===== config.mk =====
export PLATFORM = sky130hd
export DESIGN_NAME = uart_responder
export DESIGN_NICKNAME = d
export VERILOG_FILES = /design/src/rtl/uart_responder.sv
export SDC_FILE = /design/constraint.sdc
export NUM_CORES = 1
export LEC_CHECK = 0
export ABC_CLOCK_PERIOD_IN_PS = 5430
export CAP_MARGIN = 25
export CORE_MARGIN = 2
export CORE_UTILIZATION = 33
export CTS_BUF_LIST = sky130_fd_sc_hd__clkbuf_2 sky130_fd_sc_hd__clkbuf_4 sky130_fd_sc_hd__clkbuf_8
export DETAILED_ROUTE_END_ITERATION = 10
export HOLD_SLACK_MARGIN = 0.1
export PLACE_DENSITY_LB_ADDON = 0.2
export SYNTH_ARGS = -nofsm -noshare
export SYNTH_HDL_FRONTEND = slang
export SYNTH_SLANG_ARGS = --single-unit
export TNS_END_PERCENT = 50

===== constraint.sdc =====
create_clock -name CLK -period 5.43 [get_ports CLK]
set_input_delay 1.086 -clock CLK [delete_from_list [all_inputs] [get_ports CLK]]
set_output_delay 1.086 -clock CLK [all_outputs]
set_load 0.005 [all_outputs]

===== src/rtl/uart_responder.sv =====
// Board-UART stand-in for the CPU's wrn/rdn/data_ready/tbre/tsre interface.
// One-byte THR/TSR transmitter and one-byte RBR receiver, both 8N1.
module uart_responder #(
   parameter int unsigned CLK_DIV = 96
) (
   input  logic       CLK,
   input  logic       RST,
   input  logic       wrn_i,
   input  logic       rdn_i,
   input  logic [7:0] data_i,
   output logic [7:0] data_o,
   output logic       data_oe_o,
   output logic       data_ready_o,
   output logic       tbre_o,
   output logic       tsre_o,
   output logic       txd_o,
   input  logic       rxd_i,
   output logic       overrun_o,
   output logic       frame_err_o
);

   localparam int unsigned CNT_W = 16;
   localparam logic [CNT_W-1:0] BIT_LAST  = CNT_W'(CLK_DIV - 1);
   localparam logic [CNT_W-1:0] HALF_LAST = CNT_W'(CLK_DIV / 2 - 1);

   typedef enum logic [1:0] {ST_IDLE, ST_START, ST_DATA, ST_STOP} uart_state_t;

   // Registered state
   logic             wrn_q, rdn_q;
   logic [7:0]       hold, thr, tsr, rsr;
   uart_state_t      tx_state, rx_state;
   logic [CNT_W-1:0] tx_cnt, rx_cnt;
   logic [2:0]       tx_bit, rx_bit;
   logic             rx_s1, rx_s2;

   // Next-state values
   logic [7:0]       hold_n, thr_n, tsr_n, rsr_n, data_n;
   uart_state_t      tx_state_n, rx_state_n;
   logic [CNT_W-1:0] tx_cnt_n, rx_cnt_n;
   logic [2:0]       tx_bit_n, rx_bit_n;
   logic             txd_n, tsre_n, tbre_n, data_ready_n, overrun_n, frame_err_n;
   logic             tx_load, rx_commit, rx_ferr, tx_tick, rx_tick;
   logic             wr_rise, rd_rise, wr_accept;

   assign data_oe_o = ~rdn_i;
   assign wr_rise   = wrn_i & ~wrn_q;
   assign rd_rise   = rdn_i & ~rdn_q;

   // Transmit sequencer; any TSR load forces a fresh start bit.
   always_comb begin
      tx_state_n = tx_state;
      tx_cnt_n   = tx_cnt;
      tx_bit_n   = tx_bit;
      tsr_n      = tsr;
      txd_n      = txd_o;
      tsre_n     = tsre_o;
      tx_load    = 1'b0;
      tx_tick    = (tx_cnt == BIT_LAST);
      case (tx_state)
         ST_IDLE: begin
            if (!tbre_o) tx_load = 1'b1;
         end
         ST_START: begin
            if (tx_tick) begin
               tx_cnt_n   = '0;
               tx_bit_n   = '0;
               txd_n      = tsr[0];
               tsr_n      = {1'b0, tsr[7:1]};
               tx_state_n = ST_DATA;
            end else begin
               tx_cnt_n = tx_cnt + CNT_W'(1);
            end
         end
         ST_DATA: begin
            if (tx_tick) begin
               tx_cnt_n = '0;
               if (tx_bit == 3'd7) begin
                  txd_n      = 1'b1;
                  tx_state_n = ST_STOP;
               end else begin
                  txd_n    = tsr[0];
                  tsr_n    = {1'b0, tsr[7:1]};
                  tx_bit_n = tx_bit + 3'd1;
               end
            end else begin
               tx_cnt_n = tx_cnt + CNT_W'(1);
            end
         end
         ST_STOP: begin
            if (tx_tick) begin
               tx_cnt_n = '0;
               if (!tbre_o) begin
                  tx_load = 1'b1;
               end else begin
                  tsre_n     = 1'b1;
                  tx_state_n = ST_IDLE;
               end
            end else begin
               tx_cnt_n = tx_cnt + CNT_W'(1);
            end
         end
         default: tx_state_n = ST_IDLE;
      endcase
      if (tx_load) begin
         tsr_n      = thr;
         txd_n      = 1'b0;
         tsre_n     = 1'b0;
         tx_cnt_n   = '0;
         tx_state_n = ST_START;
      end
   end

   // CPU write path; a write coinciding with a TSR load refills THR.
   always_comb begin
      hold_n    = wrn_i ? hold : data_i;
      thr_n     = thr;
      tbre_n    = tbre_o;
      wr_accept = wr_rise & (tbre_o | tx_load);
      if (tx_load) tbre_n = 1'b1;
      if (wr_accept) begin
         thr_n  = hold;
         tbre_n = 1'b0;
      end
   end

   // Receive sequencer with mid-bit start validation.
   always_comb begin
      rx_state_n = rx_state;
      rx_cnt_n   = rx_cnt;
      rx_bit_n   = rx_bit;
      rsr_n      = rsr;
      rx_commit  = 1'b0;
      rx_ferr    = 1'b0;
      rx_tick    = (rx_cnt == BIT_LAST);
      case (rx_state)
         ST_IDLE: begin
            rx_cnt_n = '0;
            if (!rx_s2) rx_state_n = ST_START;
         end
         ST_START: begin
            if (rx_cnt == HALF_LAST) begin
               rx_cnt_n   = '0;
               rx_bit_n   = '0;
               rx_state_n = rx_s2 ? ST_IDLE : ST_DATA;
            end else begin
               rx_cnt_n = rx_cnt + CNT_W'(1);
            end
         end
         ST_DATA: begin
            if (rx_tick) begin
               rx_cnt_n = '0;
               rsr_n    = {rx_s2, rsr[7:1]};
               if (rx_bit == 3'd7) rx_state_n = ST_STOP;
               else                rx_bit_n   = rx_bit + 3'd1;
            end else begin
               rx_cnt_n = rx_cnt + CNT_W'(1);
            end
         end
         ST_STOP: begin
            if (rx_tick) begin
               rx_cnt_n   = '0;
               rx_state_n = ST_IDLE;
               rx_commit  = rx_s2;
               rx_ferr    = ~rx_s2;
            end else begin
               rx_cnt_n = rx_cnt + CNT_W'(1);
            end
         end
         default: rx_state_n = ST_IDLE;
      endcase
   end

   // CPU read path; an RX commit outranks a read on the same edge.
   always_comb begin
      data_n       = rx_commit ? rsr : data_o;
      data_ready_n = data_ready_o;
      if (rd_rise)   data_ready_n = 1'b0;
      if (rx_commit) data_ready_n = 1'b1;
      overrun_n    = rx_commit & data_ready_o & ~rd_rise;
      frame_err_n  = rx_ferr;
   end

   always_ff @(posedge CLK) begin
      if (RST) begin
         wrn_q        <= 1'b1;
         rdn_q        <= 1'b1;
         hold         <= '0;
         thr          <= '0;
         tsr          <= '0;
         rsr          <= '0;
         tx_state     <= ST_IDLE;
         rx_state     <= ST_IDLE;
         tx_cnt       <= '0;
         rx_cnt       <= '0;
         tx_bit       <= '0;
         rx_bit       <= '0;
         rx_s1        <= 1'b1;
         rx_s2        <= 1'b1;
         data_o       <= '0;
         data_ready_o <= 1'b0;
         tbre_o       <= 1'b1;
         tsre_o       <= 1'b1;
         txd_o        <= 1'b1;
         overrun_o    <= 1'b0;
         frame_err_o  <= 1'b0;
      end else begin
         wrn_q        <= wrn_i;
         rdn_q        <= rdn_i;
         hold         <= hold_n;
         thr          <= thr_n;
         tsr          <= tsr_n;
         rsr          <= rsr_n;
         tx_state     <= tx_state_n;
         rx_state     <= rx_state_n;
         tx_cnt       <= tx_cnt_n;
         rx_cnt       <= rx_cnt_n;
         tx_bit       <= tx_bit_n;
         rx_bit       <= rx_bit_n;
         rx_s1        <= rxd_i;
         rx_s2        <= rx_s1;
         data_o       <= data_n;
         data_ready_o <= data_ready_n;
         tbre_o       <= tbre_n;
         tsre_o       <= tsre_n;
         txd_o        <= txd_n;
         overrun_o    <= overrun_n;
         frame_err_o  <= frame_err_n;
      end
   end

endmodule


* Yosys cells after proc, flatten, opt, wreduce, memory -nomap -nowiden
Cells that the tools add are included.
Word-level totals: register bits 92, bits of input ports 13, output and inout bits 15, logic and storage cells 142
Operators by class: add/sub/neg operators 4, eq/ne operators 29, mux-type cells 49, bitwise operators 13, reduce and logical (&&, ||, !) cells 25
Operator list (number):
- 2-to-1 mux 16 bit | 3
- one-hot mux 16 bit (3 select lines) | 1
- adder 16 x 1 -> 16 bit, second input constant | 2
- == test 16 x 7 -> 1 bit, second input constant | 2
- 2-to-1 mux 8 bit | 4
- inequality test 2 bit, second input constant | 12
- 2-to-1 mux 2 bit | 11
- 2-to-1 mux 3 bit | 6
- inequality test 3 bit, second input constant | 6
- 2-to-1 mux 1 bit | 17
- == test 16 x 6 -> 1 bit, second input constant | 1
- one-hot mux 8 bit (2 select lines) | 1
- nonzero test 2 bit | 7
- one-hot mux 3 bit (2 select lines) | 2
- AND reduction 4 bit | 3
- AND reduction 6 bit | 2
- == test 2 bit, second input constant | 4
- one-hot mux 2 bit (4 select lines) | 1
- NOT 1 bit | 7
- adder 3 x 1 -> 3 bit, second input constant | 2
- == test 3 bit, second input constant | 2
- one-hot mux 2 bit (3 select lines) | 1
- AND reduction 3 bit | 2
- nonzero test 3 bit | 2
- 10 further kinds | 19

* Depth between registers and ports, before layout
Gate-level depths: netlist of the first run.
depth in word-level cells 6, gate-level depth with buffers 9, depth with buffers taken out 7

* Worst setup path after synthesis of the first run
No wires, ideal clock.
path type input to register, from input port wrn_i, to register thr[0], library setup time 0.128 ns, arrival 2.497 ns, data required time 5.302 ns, setup slack 2.805 ns, cell stages on the path 5, buffers on the path 1, path through clkbuf_1 > nand2b_1 > o41ai_4 > mux2i_1 > nor2_1
Between the ends: word-level cells in the longest chain between the ends 2
RTL lines:
- start, declared | line 8 | input logic wrn_i,
- AND 1 bit | line 46 | assign wr_rise = wrn_i & ~wrn_q;
- AND 1 bit | line 118 | wr_accept = wr_rise & (tbre_o | tx_load);
- end signal, assigned | line 210 | thr <= thr_n;
- end, declared | line 30 | logic [7:0] hold, thr, tsr, rsr;
No other way between the ends. A chain may end at the register's enable or synchronous reset.

* Worst setup path in the final report of the first run
from input port rdn_i, to output port data_oe_o
Between the ends: word-level cells in the longest chain between the ends 1
RTL lines:
- start, declared | line 9 | input logic rdn_i,
- NOT 1 bit | line 45 | assign data_oe_o = ~rdn_i;
- end, declared | line 12 | output logic data_oe_o,
No other way between the ends.

==> results.cfg, run 1 <==
[outcome]
outcome = finished, final reports clean

[synthesis]
synthCells = 423
synth.distinct_cells = 47
synthAdderAreaFrac_pct = 3.53
dominantRegCellSynth = dfxtp_1
muxShareOfSynthArea_pct = 9.09
synth_xor_area_share_pct = 6.52
synth_area_um2 = 3890
synthArstFlopShare_pct = 0
ys_seq_elements = 92
synth.largest_area_cell = dfxtp_1
ys_seq_area_share_pct = 47.3
syn_avg_cell_area_um2 = 9.21
yosysTopAreaCellShare_pct = 47.3
synth_edf_count = 0
yosysWarnings = 0
synth-compound-area-share_pct = 7.58
synth_area_leaders = dfxtp_1 47%, nor2_1 8.4%, mux2i_1 8.2%, xnor2_1 4.3%, ha_1 3.5%
synth_top_family_by_area = simple AND/OR/NAND/NOR gates
yosys.area_share.simple_pct = 22.5
syn_nets = 447

[critical_path]
setup.worst_path.end_class = primary output
rrSetupSlack_ns = 2.96
worstReg2RegStart = tx_cnt[0]$_SDFFE_PP0P_
critPathArrivalTime_ns = 2.07
crit_required_ns = 4.34
reg2regPathDepth = 6
cp_max_fo = 3
startpoint_type = input port
path_class = in -> out
r2r_end = thr[5]$_SDFFE_PP0P_

[drt]
drcViolationCount = 0
dr_total_vias = 2866
ant_nets = 0
wl_met1_um = 3760
wirelength_um = 7380
dr_wl_met2_um = 3300
drtIter0Drc = 113
routed.top_layer = met4
wl_per_cell_um = 12.5
vias_per_cell = 4.86
met3_length_um = 158
firstDrtPassIters = 6

[timing]
rsz0062_at_grt = no
period_needed_ns = 3.15
slew_viol_final = 0
fmax_mhz = 317
setup_ws_ns = 2.28
slew_headroom_pct = 52.4
setup_viol = 0
fin_skew_ns = 0.0109
holdWs_ns = 0.415
post-route-period-util_pct = 58.1
fin_tns_setup_ns = 0
tightest_slew_ns = 0.712
final_hold_viol_count = 0

[power]
p_per_area_nw_per_um2 = 281
peakVddDrop_uv = 135
leakagePower_uw = 0.00173

[place]
place.gp.congestion = 0.741
place_ws_ns = 2.23
numPortBuffers = 27
hpwlAfterDp_um = 5070
place_inst = 575
placed_area_um2 = 4270

[min_path]
worstHoldStart = rx_s1$_SDFF_PP1_
min_path_cells = 1
hold_path_end = rx_s2$_SDFF_PP1_
hp-class = reg -> reg

[clocking]
cts_made_buffers = 9
cts_tree = built
cts.sink_count = 92
cts.clk_slew.worst_paths_ns = 0.09
clk_latency_ns = 0.35
ctsResizeCount = 0
holdBufCountCts = 0
clockRootBuffer = clkbuf_8
clockBufferDepth = 2
cts_setup_buffers = 0
h-tree-depth = 3

[global_route]
overflow = 0
track_usage_pct = 12.2
antenna_found_initial = 0
grt_pass1_wl_um = 12600
grt_pass1_vias = 2662
grt_max_degree = 58

[final_layout]
multiInputGateArea_um2 = 1920
diodes = 0
drive_gt1_share_pct = 6.71
n_fill_cell = 1144
fin_nets = 467
stdcell_area_um2 = 4460
regArea_um2 = 1840
finalNonFillerCells = 590
area_delta_synth_final_pct = 14.5

[floorplan]
die-area_um2 = 12700
design.portCount = 28
rows = 39
fp.coreArea_um2 = 11500
fp.dieW_um = 113
initial_core_util_pct = 34.0
die_h_um = 113

[flow_run]
maxCapViolCount = 0
[how the worst max path moves through the flow]
stage,start,end,slack (ns)
2_1_floorplan,wrn_i,thr[0]$_SDFFE_PP0P_,2.80
3_3_place_gp,rdn_i,data_oe_o,2.28
3_5_place_dp,wrn_i,thr[5]$_SDFFE_PP0P_,2.23
4_1_cts,rdn_i,data_oe_o,2.27
5_1_grt,rdn_i,data_oe_o,2.21
6_report,rdn_i,data_oe_o,2.28
[placed cells by master (no fill, tap or decap), types with 3 or more instances in the layout]
cell / synthesis / routed
a21oi_1: 5 / 5
ha_1: 11 / 11
clkdlybuf4s50_1: 0 / 26
and3_1: 9 / 9
nand4b_1: 3 / 3
o21ai_0: 7 / 7
xnor2_1: 19 / 19
mux2i_1: 32 / 32
nand2b_1: 4 / 4
inv_1: 13 / 13
nand3_1: 14 / 14
xor2_1: 10 / 10
a311oi_1: 7 / 7
nor4_1: 4 / 4
dfxtp_1: 92 / 92
or2_2: 5 / 5
buf_4: 0 / 3
nand4_1: 5 / 5
clkbuf_8: 0 / 11
nand2_1: 29 / 29
nor2_1: 87 / 87
nor3_1: 13 / 13
[layout make-up]
cell class,instances,area share [%]
clock inverters,4,0.730
repair buffers,30,6.46
inverters,13,1.09
flip-flops and latches,92,41.3
multi-input cells,297,43.0
clock buffers,11,3.40
well taps,143,4.01
[per-layer routing]
layer,vias to the layer above,track usage (%)
met2,49,19.2
met3,10,2.11
li1,1485,-
met1,1322,16.1
met4,0,6.59
met5,-,0
[metrics by stage]
step	util (%)	power [µW]
3_3_place_gp	37.1	827
5_1_grt	38.9	1320
4_1_cts	38.9	1270
6_report	38.9	1250
3_5_place_dp	37.3	830
2_1_floorplan	-	797
[state kept, by name, summed over array words and instances, names as in the netlist, 2 cells and up, named ones only]
signal,count
thr,8
rx_cnt,16
rsr,8
tx_state,2
tsr,8
tx_bit,3
hold,8
rx_bit,3
data_o,8
tx_cnt,16
[cell families after synthesis]
kind of cell,after synthesis
buf+inv,34
flops,92
simple gates,184
mux,34
xor+xnor,29
compound gates,39
fa+ha+maj,11
[synth_stat cells (all sizes together), types with 2 or more instances]
cell / count
a21oi: 5
ha: 11
a22o: 2
nor4: 5
and4: 2
a311oi: 7
dfxtp: 92
a21o: 2
inv: 13
o211ai: 2
xor2: 10
a22oi: 2
or2: 5
a211oi: 2
xnor2: 19
nor3: 13
nand4: 6
nand3: 14
clkbuf: 16
nor2: 87
and3: 9
mux2i: 32
a31oi: 2
o21ai: 7
buf: 5
and2: 2
nand4b: 3
nand2b: 4
nand2: 29
[worst max-delay path, cell delays in order]
cell	delay (ns)
clkdlybuf4s50_1	0.40
inv_1	0.08
clkdlybuf4s50_1	0.50
[power breakdown]
part | internal [µW] | switching [µW] | leakage, µW
Sequential | 692 | 13.9 | 0.000745
Combinational | 47.8 | 60.4 | 0.000901
Clock | 193 | 246 | 0.0000884
Total | 933 | 320 | 0.00173
Power figures use the tool's default switching activity.
==> run 2, diff against run 1 <==
--- a/config.mk
+++ b/config.mk
@@ -5,7 +5,7 @@
 export SDC_FILE = /design/constraint.sdc
 export NUM_CORES = 1
 export LEC_CHECK = 0
-export ABC_CLOCK_PERIOD_IN_PS = 5430
+export ABC_CLOCK_PERIOD_IN_PS = 2800
 export CAP_MARGIN = 25
 export CORE_MARGIN = 2
 export CORE_UTILIZATION = 33
==> constraint.sdc (replaced) <==
create_clock -name CLK -period 2.8 [get_ports CLK]
set_input_delay 0.56 -clock CLK [delete_from_list [all_inputs] [get_ports CLK]]
set_output_delay 0.56 -clock CLK [all_outputs]
set_load 0.005 [all_outputs]
==> results.cfg, run 2 (same netlist as run 1, synthesis figures left out) <==
[final_layout]
layout_common_cells = 92 x dfxtp_1, 87 x nor2_1, 32 x mux2i_1
area_delta_synth_final_pct = 15.5
drive_gt1_share_pct = 7.74
final_common_cell = dfxtp_1
diodes = 0
fin_nets = 471
top_regs = rx_cnt: 16 flops, tx_cnt: 16 flops

[critical_path]
cp_max_fo = 8
rrSetupSlack_ns = 0.52
critPathArrivalTime_ns = 2.52
worstReg2RegStart = tx_cnt[1]$_SDFFE_PP0P_
crit_required_ns = 3.04
startpoint_type = flip-flop
setup.worst_path.end_class = flip-flop
reg2regPathDepth = 6
path_class = reg -> reg
r2r_end = thr[4]$_SDFFE_PP0P_

[timing]
fmax_mhz = 439
fin_skew_ns = 0.0143
rsz0062_at_grt = no
post-route-period-util_pct = 81.3
slew_headroom_pct = 47.2
setup_viol = 0
holdWs_ns = 0.422
slew_viol_final = 0
tightest_slew_ns = 0.789
setup_ws_ns = 0.524
fin_tns_setup_ns = 0
period_needed_ns = 2.28
final_hold_viol_count = 0

[clocking]
cts_made_buffers = 9
clk_latency_ns = 0.37
ctsResizeCount = 0
cts.sink_count = 92
clockRootBuffer = clkbuf_8
h-tree-depth = 3
holdBufCountCts = 0
cts.clk_slew.worst_paths_ns = 0.10
clockBufferDepth = 2
cts_tree = built
cts_setup_buffers = 0

[min_path]
worstHoldStart = rx_s1$_SDFF_PP1_
hp-class = reg -> reg
hold_path_end = rx_s2$_SDFF_PP1_
min_path_cells = 1

[drt]
firstDrtPassIters = 4
vias_per_cell = 4.80
ant_nets = 0
wirelength_um = 7470
dr_total_vias = 2856
drcViolationCount = 0
wl_per_cell_um = 12.6
drtIter0Drc = 144

[floorplan]
initial_core_util_pct = 34.0
fp.dieW_um = 113
design.portCount = 28
die_h_um = 113
fp.coreArea_um2 = 11500
die-area_um2 = 12700
rows = 39

[global_route]
grt_pass1_vias = 2682
grt_pass1_wl_um = 12700
antenna_found_initial = 0
grt_max_degree = 57
track_usage_pct = 12.5
overflow = 0

[power]
p_per_area_nw_per_um2 = 541
peakVddDrop_uv = 245
leakagePower_uw = 0.00176
total_power_uw = 2430

[flow_run]
maxCapViolCount = 0

[place]
place_ws_ns = 0.445
hpwlAfterDp_um = 5120
place.gp.congestion = 0.811
numPortBuffers = 27

[outcome]
outcome = finished, final reports clean
==> run 2: changes by cell type in the layout (fill, tap and decap cells not counted), sizes merged <==
cell,previous run,this run
clkbuf,11,12
clkinv,0,1
inv,15,14
buf,4,8
==> run 2: how the worst max path moves through the flow <==
stage	to	depth (start not counted)	start
2_1_floorplan	thr[0]$_SDFFE_PP0P_	5	wrn_i
3_3_place_gp	thr[6]$_SDFFE_PP0P_	5	wrn_i
3_5_place_dp	thr[3]$_SDFFE_PP0P_	5	wrn_i
4_1_cts	thr[4]$_SDFFE_PP0P_	6	tx_cnt[1]$_SDFFE_PP0P_
5_1_grt	thr[7]$_SDFFE_PP0P_	6	tx_cnt[1]$_SDFFE_PP0P_
6_report	thr[4]$_SDFFE_PP0P_	6	tx_cnt[1]$_SDFFE_PP0P_
==> run 2: layer usage <==
metal / track usage, % / share of wire, %
met1: 16.4 / 50
met2: 18.8 / 45
met3: 2.70 / 2.4
met4: 7.24 / 2.4
met5: 0 / 0
==> run 2: per-stage QoR <==
step	area, µm²	instances	utilization, %
after global placement	4300	579	37.5
after detailed placement	4300	579	37.5
after CTS	4500	595	39.2
after floorplan	3890	423	-
final	4500	595	39.2
after global routing	4500	595	39.2
==> run 2: final cells by class <==
cell class / count / area (µm²)
Clock buffer: 12 / 159
Clock inverter: 4 / 32.5
Fill cell: 1126 / 6970
Inverter: 13 / 48.8
Multi-Input combinational cell: 297 / 1920
Sequential cell: 92 / 1840
Tap cell: 143 / 179
Timing Repair Buffer: 34 / 318
==> run 2: power by group <==
group | internal (µW) | switching [µW] | total (µW) | leakage (µW)
clock network | 386 | 469 | 855 | 0.0000926
registers | 1340 | 27.1 | 1370 | 0.000745
logic | 93.5 | 115 | 208 | 0.000918
==> run 2: worst max-delay path: stages, from the launching register on <==
cell     delay (ns)
dfxtp_1        0.37
ha_1           0.19
nor3b_1        0.30
nand4_2        0.20
o41ai_4        0.76
mux2i_1        0.26
nor2_1         0.05
==> run 3, diff against run 2 <==
--- a/config.mk
+++ b/config.mk
@@ -5,7 +5,7 @@
 export SDC_FILE = /design/constraint.sdc
 export NUM_CORES = 1
 export LEC_CHECK = 0
-export ABC_CLOCK_PERIOD_IN_PS = 2800
+export ABC_CLOCK_PERIOD_IN_PS = 1800
 export CAP_MARGIN = 25
 export CORE_MARGIN = 2
 export CORE_UTILIZATION = 33
==> constraint.sdc (replaced) <==
create_clock -name CLK -period 1.8 [get_ports CLK]
set_input_delay 0.36 -clock CLK [delete_from_list [all_inputs] [get_ports CLK]]
set_output_delay 0.36 -clock CLK [all_outputs]
set_load 0.005 [all_outputs]
==> results.cfg, run 3 (same netlist as run 1, synthesis figures left out) <==
[outcome]
outcome = finished, violations left
failed_checks = negative setup slack

[floorplan]
fp.coreArea_um2 = 11500
fp.dieW_um = 113
initial_core_util_pct = 34.0
die_h_um = 113
die-area_um2 = 12700
rows = 39
design.portCount = 28

[final_layout]
finalNonFillerCells = 642
final_common_cell = dfxtp_1
drive_gt1_share_pct = 25.5
n_fill_cell = 1088
fin_nets = 518
top_regs = rx_cnt: 16 flops, tx_cnt: 16 flops
area_delta_synth_final_pct = 32.3
diodes = 0
layout_common_cells = 81 x dfxtp_1, 76 x nor2_1, 45 x buf_4

[global_route]
grt_pass1_wl_um = 14300
grt_pass1_vias = 3036
overflow = 0
grt_max_degree = 25
track_usage_pct = 13.9
antenna_found_initial = 0

[drt]
drtIter0Drc = 92
wl_per_cell_um = 12.8
dr_total_vias = 3055
vias_per_cell = 4.76
drcViolationCount = 0
ant_nets = 0
wirelength_um = 8190
firstDrtPassIters = 4

[place]
place.gp.congestion = 0.788
hpwlAfterDp_um = 5660
place_inst = 621
numPortBuffers = 27

[critical_path]
worst_path_most_repeated_cell = nand2b_1
setup.worst_path.end_class = flip-flop
crit_path_max_incr_delay_ns = 0.34
worstReg2RegStart = tx_bit[0]$_SDFFE_PP0P_
cp_max_fo = 3
slowest_stage = dfxtp_2
critPathArrivalTime_ns = 2.08
reg2regPathDepth = 7
crit_chain = ha_1, ha_2, nand2b_1, nand2b_1, a211oi_2, or2_2, a2111oi_2
path_class = reg -> reg
crit_required_ns = 2.06
rrSetupSlack_ns = -0.02
startpoint_type = flip-flop
r2r_end = tx_state[1]$_SDFFE_PP0P_

[clocking]
clockBufferDepth = 2
clockRootBuffer = clkbuf_8
cts.clk_slew.worst_paths_ns = 0.09
h-tree-depth = 3
clk_latency_ns = 0.37
holdBufCountCts = 0
cts_tree = built
cts_made_buffers = 9
cts.sink_count = 92

[timing]
final_hold_viol_count = 0
slew_headroom_pct = 70.7
period_needed_ns = 1.82
fin_skew_ns = 0.00976
rsz0062_at_grt = yes
setup_ws_ns = -0.0194
slew_viol_final = 0
tightest_slew_ns = 0.435
post-route-period-util_pct = 101
fmax_mhz = 550
holdWs_ns = 0.308
setup_viol = 1

[min_path]
worstHoldStart = RST
hp-class = in -> reg
min_path_cells = 2
hold_path_end = rsr[1]$_SDFFE_PP0P_

[power]
leakagePower_uw = 0.00203
peakVddDrop_uv = 629
p_per_area_nw_per_um2 = 751
total_power_uw = 3870

[flow_run]
maxCapViolCount = 0
==> run 3: changes by cell type in the layout (fill, tap and decap cells not counted), moves of 3 or more <==
cell     previous run  this run
mux2i_2             0         3
buf_6               0         7
dfxtp_2             0        11
mux2i_1            32        29
nor4_4              0         4
nor4_1              4         1
dfxtp_1            92        81
nor2_1             87        76
nor2_4              0         5
nor2_2              0         6
buf_4               7        45
ha_1               11         7
nor3_1             13        10
==> run 3: routing by layer <==
| metal | vias to the layer above | part of all wire [%] | track usage (%) |
|---|---|---|---|
| met5 | - | 0 | 0 |
| met4 | 0 | 1.6 | 4.88 |
| met3 | 11 | 2.4 | 4.37 |
| met2 | 20 | 50 | 23.5 |
| met1 | 1436 | 46 | 16.8 |
| li1 | 1588 | - | - |
==> run 3: repair_timing <==
item                                    in CTS  in global routing
pin swaps                                    4                 25
endpoints found under the setup margin      32                 60
setup buffers                                3                  1
cloned                                       0                  1
resized for setup                           15                 51
==> run 3: through the flow <==
stage	setup WS (ns)	cell area [µm²]	setup TNS (ns)	utilization, %
finish	-0.0194	5150	-0.0194	44.9
global route	-0.131	5150	-2.37	44.9
CTS	-0.0328	4940	-0.316	43.1
detailed placement	-0.116	4680	-1.00	40.8
global placement	-0.0888	4680	-0.711	40.8
floorplan	0.000437	3930	0	-
==> run 3: critical path: cells and delay by family, from the launching register on <==
| family | cells | cell delay (ns) |
|---|---|---|
| adders and majority gates | 2 | 0.37 |
| AOI/OAI and AO/OA | 2 | 0.41 |
| and+or+nand+nor | 3 | 0.59 |
| DFF | 1 | 0.34 |
==> run 3: how the worst max path moves through the flow <==
stage / slack (ns) / from / endpoint / depth (start not counted)
global placement: -0.09 / wrn_i / thr[2]$_SDFFE_PP0P_ / 6
detailed placement: -0.12 / wrn_i / thr[3]$_SDFFE_PP0P_ / 6
finish: -0.02 / tx_bit[0]$_SDFFE_PP0P_ / tx_state[1]$_SDFFE_PP0P_ / 7
CTS: -0.03 / rx_cnt[0]$_SDFF_PP0_ / rx_cnt[15]$_SDFF_PP0_ / 7
global route: -0.13 / tx_cnt[14]$_SDFFE_PP0P_ / thr[0]$_SDFFE_PP0P_ / 8
floorplan: 0.0004 / tx_state[0]$_SDFFE_PP0P_ / tx_cnt[15]$_SDFFE_PP0P_ / 8
==> run 3: where the power goes <==
group	leakage [µW]	switching, µW	internal [µW]
clock network	0.0000935	735	560
registers	0.000750	39.8	2090
logic	0.00119	222	222
total	0.00203	997	2870
==> run 3: layout make-up <==
cell class              instances  area [µm²]  share of cell area, %
clock buffers                  11         145                   2.82
clock inverters                 5        35.0                  0.680
inverters                      13        48.8                  0.948
multi-input cells             297        2160                   42.0
well taps                     143         179                   3.47
flip-flops and latches         92        1860                   36.0
repair buffers                 81         722                   14.0
